[src/rtl/serial_subtractor.sv]
// Multi-cycle unsigned subtractor: computes a - b - b_in as a + ~b + ~b_in,
// CHUNK bits per cycle with carry lookahead inside each chunk. WIDTH must be a multiple of CHUNK.
module serial_subtractor #(
  parameter int WIDTH = 12,
  parameter int CHUNK = 3
) (
  input  logic             clock,
  input  logic             reset,
  input  logic             io_in_valid,
  output logic             io_in_ready,
  input  logic [WIDTH-1:0] io_in_a,
  input  logic [WIDTH-1:0] io_in_b,
  input  logic             io_in_b_in,
  output logic             io_out_valid,
  input  logic             io_out_ready,
  output logic [WIDTH-1:0] io_out_d,
  output logic             io_out_b_out,
  output logic             io_out_zero
);

  localparam int NCHUNK = WIDTH / CHUNK;
  localparam int CW     = (NCHUNK > 1) ? $clog2(NCHUNK) : 1;
  localparam logic [CW-1:0] K_LAST = CW'(NCHUNK - 1);

  typedef enum logic [1:0] {IDLE, BUSY, DONE} state_t;

  state_t           state;
  logic             in_ready_r;
  logic             out_valid_r;
  logic [WIDTH-1:0] a_r;
  logic [WIDTH-1:0] nb_r;
  logic [WIDTH-1:0] d_r;
  logic             carry;
  logic             b_out_r;
  logic [CW-1:0]    k;

  logic [CHUNK-1:0] a_k;
  logic [CHUNK-1:0] nb_k;
  logic [CHUNK-1:0] p;
  logic [CHUNK-1:0] g;
  logic [CHUNK-1:0] sum;
  logic             cy;
  logic             c_out;

  // Chunk select and lookahead add; cy is a blocking scratch variable that
  // walks the carry chain bit by bit within one evaluation.
  always_comb begin
    // NOTE: every variable gets a default before any conditional write, so no latch is inferred.
    a_k  = '0;
    nb_k = '0;
    for (int j = 0; j < NCHUNK; j++) begin
      if (k == CW'(j)) begin
        a_k  = a_r[j*CHUNK +: CHUNK];
        nb_k = nb_r[j*CHUNK +: CHUNK];
      end
    end
    p   = a_k | nb_k;
    g   = a_k & nb_k;
    sum = '0;
    cy  = carry;
    for (int i = 0; i < CHUNK; i++) begin
      sum[i] = a_k[i] ^ nb_k[i] ^ cy;
      cy     = (cy & p[i]) | g[i];
    end
    c_out = cy;
  end

  always_ff @(posedge clock) begin
    // NOTE: state registers use non-blocking assignments so all updates take effect together at the edge.
    if (reset) begin
      state       <= IDLE;
      in_ready_r  <= 1'b1;
      out_valid_r <= 1'b0;
      a_r         <= '0;
      nb_r        <= '0;
      d_r         <= '0;
      carry       <= 1'b0;
      b_out_r     <= 1'b0;
      k           <= '0;
    end else begin
      case (state)
        IDLE: begin
          if (io_in_valid) begin
            a_r        <= io_in_a;
            nb_r       <= ~io_in_b;
            carry      <= ~io_in_b_in;
            k          <= '0;
            state      <= BUSY;
            in_ready_r <= 1'b0;
          end
        end
        BUSY: begin
          for (int j = 0; j < NCHUNK; j++) begin
            if (k == CW'(j)) d_r[j*CHUNK +: CHUNK] <= sum;
          end
          carry <= c_out;
          // Counter holds at the last chunk rather than wrapping.
          if (k == K_LAST) begin
            b_out_r     <= ~c_out;
            state       <= DONE;
            out_valid_r <= 1'b1;
          end else begin
            k <= k + 1'b1;
          end
        end
        DONE: begin
          if (io_out_ready) begin
            state       <= IDLE;
            out_valid_r <= 1'b0;
            in_ready_r  <= 1'b1;
          end
        end
        default: begin
          state       <= IDLE;
          in_ready_r  <= 1'b1;
          out_valid_r <= 1'b0;
        end
      endcase
    end
  end

  assign io_in_ready  = in_ready_r;
  assign io_out_valid = out_valid_r;
  assign io_out_d     = d_r;
  assign io_out_b_out = b_out_r;
  assign io_out_zero  = (d_r == '0);

endmodule

[config.mk]
export PLATFORM = sky130hd
export DESIGN_NAME = serial_subtractor
export DESIGN_NICKNAME = d
export VERILOG_FILES = /design/src/rtl/serial_subtractor.sv
export SDC_FILE = /design/constraint.sdc
export NUM_CORES = 1
export LEC_CHECK = 0
export ABC_AREA = 1
export BUFFER_PORTS_ARGS = -buffer_cell sky130_fd_sc_hd__buf_2
export CORE_MARGIN = 2
export CORE_UTILIZATION = 60
export CTS_BUF_LIST = sky130_fd_sc_hd__clkbuf_8
export CTS_CLUSTER_DIAMETER = 60
export CTS_CLUSTER_SIZE = 25
export DETAILED_ROUTE_END_ITERATION = 7
export GPL_TIMING_DRIVEN = 1
export HOLD_SLACK_MARGIN = 0.05
export PLACE_DENSITY_LB_ADDON = 0.05
export SLEW_MARGIN = 20
export SYNTH_ARGS = -nofsm -noshare
export SYNTH_HDL_FRONTEND = slang
export SYNTH_SLANG_ARGS = --single-unit
export TNS_END_PERCENT = 10
[constraint.sdc]
create_clock -name clock -period 5.26 [get_ports clock]
set_input_delay 0 -clock clock [delete_from_list [all_inputs] [get_ports clock]]
set_output_delay 0 -clock clock [all_outputs]
set_load 0.005 [all_outputs]
==> impl_metrics.csv <==
group,metric,value,unit
sta,slew_headroom,29.1,%
detailed_routing,vias_per_cell,4.92,
sta,fin_setup_tns,0,ps
synth,netlist_area,2060,sq um
sta,holdWs,103,ps
sta,tightest_slew,1060,ps
clock_network,path_clk_slew,80,ps
run_status,status,"completed",
synth,seq_area_frac_synth,42.8,%
detailed_routing,vias,2003,
detailed_routing,dr.first_iter.drc_count,154,
cells_and_area,final_cells,407,
power_and_ir_drop,p_total,745,uW
die,die_h,62.6,um
detailed_routing,routedWlPerCell,12.3,um
synth,synth_area_per_cell,7.00,sq um
critical_path,cp.required,5450,ps
clock_network,cts_sinks,44,
sta,fin_crit,2960,ps
critical_path,crit_start,"k[0]$_SDFFE_PP0P_",
global_route,grt_pass1_vias,1991,
detailed_routing,firstDrtPassIters,5,
place,place_congestion,0.885,
clock_network,cts-root-buf,"clkbuf_8",
critical_path,endpoint,"io_out_d[8]$_SDFFE_PP0P_",
power_and_ir_drop,power_density,284,nW/um^2
critical_path,critPathLaunchType,"flip-flop",
critical_path,crit_arrival,3150,ps
sta,max_freq,338,MHz
sta,finalMaxSlewViolations,0,
sta,finalHoldViolCount,0,
global_route,antenna_found_initial,0,
clock_network,clk_latency,290,ps
die,rows,21,
power_and_ir_drop,pwr-share-comb,21.4,%
place,place_area,2260,sq um
place,place_ws,2340,ps
place,dp_cells,372,
clock_network,cts_tree,"yes",
min_path,min-delay-path-class,"input port to flip-flop",
clock_network,numCtsBuffers,5,
cells_and_area,n_antenna_cell,0,
power_and_ir_drop,clockPowerShare,28.3,%
min_path,min_path_cells,6,
die,die_w,62.6,um
detailed_routing,drc,0,
sta,rsz0062_at_grt,"no",
synth,ys_ff_latch,44,
sta,skew,3.41,ps
global_route,grt_max_degree,41,
power_and_ir_drop,p_sw,217,uW
global_route,grt-ovfl-total,0,
clock_network,cts_resized,0,
die,start_util,62.2,%
sta,layout_setup_ws,2300,ps
die,design.die.area,3920,sq um
synth,synth_cell_type_count,22,
place,hpwl,3.17,mm
clock_network,cts.repair_timing.setup_buffer_count,0,
power_and_ir_drop,p_int,528,uW
cells_and_area,utilization,79.2,%
critical_path,cp_max_fo,8,
die,io_pins,45,
power_and_ir_drop,seqPwrFrac,50.3,%
sta,fin_crit_sh,56.2,%
power_and_ir_drop,leakagePower,1.30,nW
clock_network,cts_htree_levels,2,
synth,synthCells,294,
clock_network,clock_path_buffers,2,
die,core,3310,sq um
cells_and_area,postLayoutCellArea,2620,sq um
critical_path,cp-end-kind,"flip-flop",
critical_path,reg2reg_to,"io_out_d[8]$_SDFFE_PP0P_",
power_and_ir_drop,max-vdd-ir-drop,181,uV
synth,yosysWarnings,0,
detailed_routing,postRouteAntennaNets,0,
cells_and_area,drive_gt1_share,15.5,%
critical_path,rr_worst_depth,12,
sta,setup_violations,0,
cells_and_area,nNetsFinal,396,
critical_path,critPathKind,"flip-flop to flip-flop",
flow_run,maxCapViolCount,0,
synth,mappedNetlistNets,330,
global_route,grt_first_pass_wirelength,8.80,mm
synth,synth_top_cells_by_area,"dfxtp_1 43%, nor2_1 18%, nand2_1 9.5%, o21ai_0 6.8%, inv_1 3.3%",
cells_and_area,area_growth,27.4,%
critical_path,r2r_start,"k[0]$_SDFFE_PP0P_",
global_route,grt_usage,28.2,%
power_and_ir_drop,netSwitchingFraction,29.1,%
synth,yosysTopAreaCellShare,42.8,%
critical_path,r2r_setup_slack,2300,ps
synth,synth.largest_area_cell,"dfxtp_1",
clock_network,cts_hold_buf,27,
detailed_routing,wl,5.01,mm
place,portBuffers,44,
==> layout by cell type, fill, tap and decap left out, drive strengths merged <==
cell type	count
a21boi	4
a21o	2
a21oi	9
buf	44
clkbuf	6
dfxtp	44
dlygate4sd3	27
fa	3
ha	4
inv	22
nand2	55
nand3	12
nand3b	1
nor2	98
nor3	1
nor3b	1
o21ai	28
==> logic make-up after synthesis <==
| family | count (synthesis) | share of synthesized area [%] |
|---|---|---|
| adder cells (fa/ha/maj) | 7 | 5.35 |
| flip-flops | 44 | 42.8 |
| buffers and inverters | 32 | 7.48 |
| AND/OR/NAND/NOR | 168 | 33.2 |
| AO/OA/AOI/OAI | 43 | 11.2 |
==> worst min path at each step <==
stage | slack (ps) | to | start
final | 100 | carry$_SDFFE_PP0P_ | io_in_b_in
after global routing | 180 | io_in_ready$_SDFFE_PP1P_ | io_in_valid
after CTS | 100 | carry$_SDFFE_PP0P_ | io_in_b_in
after detailed placement | 230 | state[1]$_SDFFE_PP0P_ | reset
after global placement | 230 | state[1]$_SDFFE_PP0P_ | reset
after floorplan | 70 | io_out_valid$_SDFFE_PP0P_ | reset
==> power groups by stage <==
stage	clock (mW)	sequential, mW	combinational, mW
6_report	0.211	0.374	0.160
2_1_floorplan	0	0.377	0.105
4_1_cts	0.211	0.374	0.158
5_1_grt	0.224	0.377	0.186
3_5_place_dp	0	0.381	0.143
3_3_place_gp	0	0.381	0.140
==> worst max-delay path, stage by stage (launching register included) <==
cell	delay [ps]
dfxtp_1	400
inv_1	110
ha_1	300
inv_1	210
nor2_1	60
nor2_1	70
a21boi_0	120
fa_1	430
fa_1	420
inv_1	80
fa_1	450
nor2_1	130
nor2_1	50
==> cell type report <==
cell class | instances | area (sq um)
inverters | 20 | 80.1
multi-input cells | 218 | 1020
clock inverters | 2 | 7.51
flip-flops and latches | 44 | 881
well taps | 46 | 57.6
repair buffers | 71 | 490
fillers | 259 | 688
clock buffers | 6 | 82.6
==> synthesized netlist by cell type <==
| library cell | number |
|---|---|
| dfxtp_1 | 44 |
| clkbuf_1 | 4 |
| buf_2 | 5 |
| inv_1 | 18 |
| a21boi_0 | 4 |
| nand2_1 | 52 |
| inv_6 | 1 |
| nor3_1 | 1 |
| nand3_1 | 12 |
| nand2_8 | 1 |
| buf_6 | 3 |
| ha_1 | 4 |
| a21oi_1 | 9 |
| a21o_1 | 2 |
| nand2_2 | 2 |
| o21ai_0 | 28 |
| nor2_4 | 1 |
| nand3b_1 | 1 |
| nor2_1 | 97 |
| nor3b_1 | 1 |
| fa_1 | 3 |
| inv_2 | 1 |
==> registers in the layout, summed over array words and instances (netlist names) <==
| name | cells |
|---|---|
| a_r | 12 |
| io_out_b_out | 1 |
| k | 2 |
| io_out_valid | 1 |
| state | 2 |
| carry | 1 |
| nb_r | 12 |
| io_out_d | 12 |
| io_in_ready | 1 |
==> metal layers <==
layer	vias to the layer above	part of all wire, %	routed length, um	global-route usage [%]
met4	0	1.9	96	10.0
met5	-	0	0	0
met3	12	3.3	163	5.05
met1	901	45	2250	33.0
met2	43	50	2490	51.6
li1	1047	-	-	-
Power figures use the tool's default switching activity.
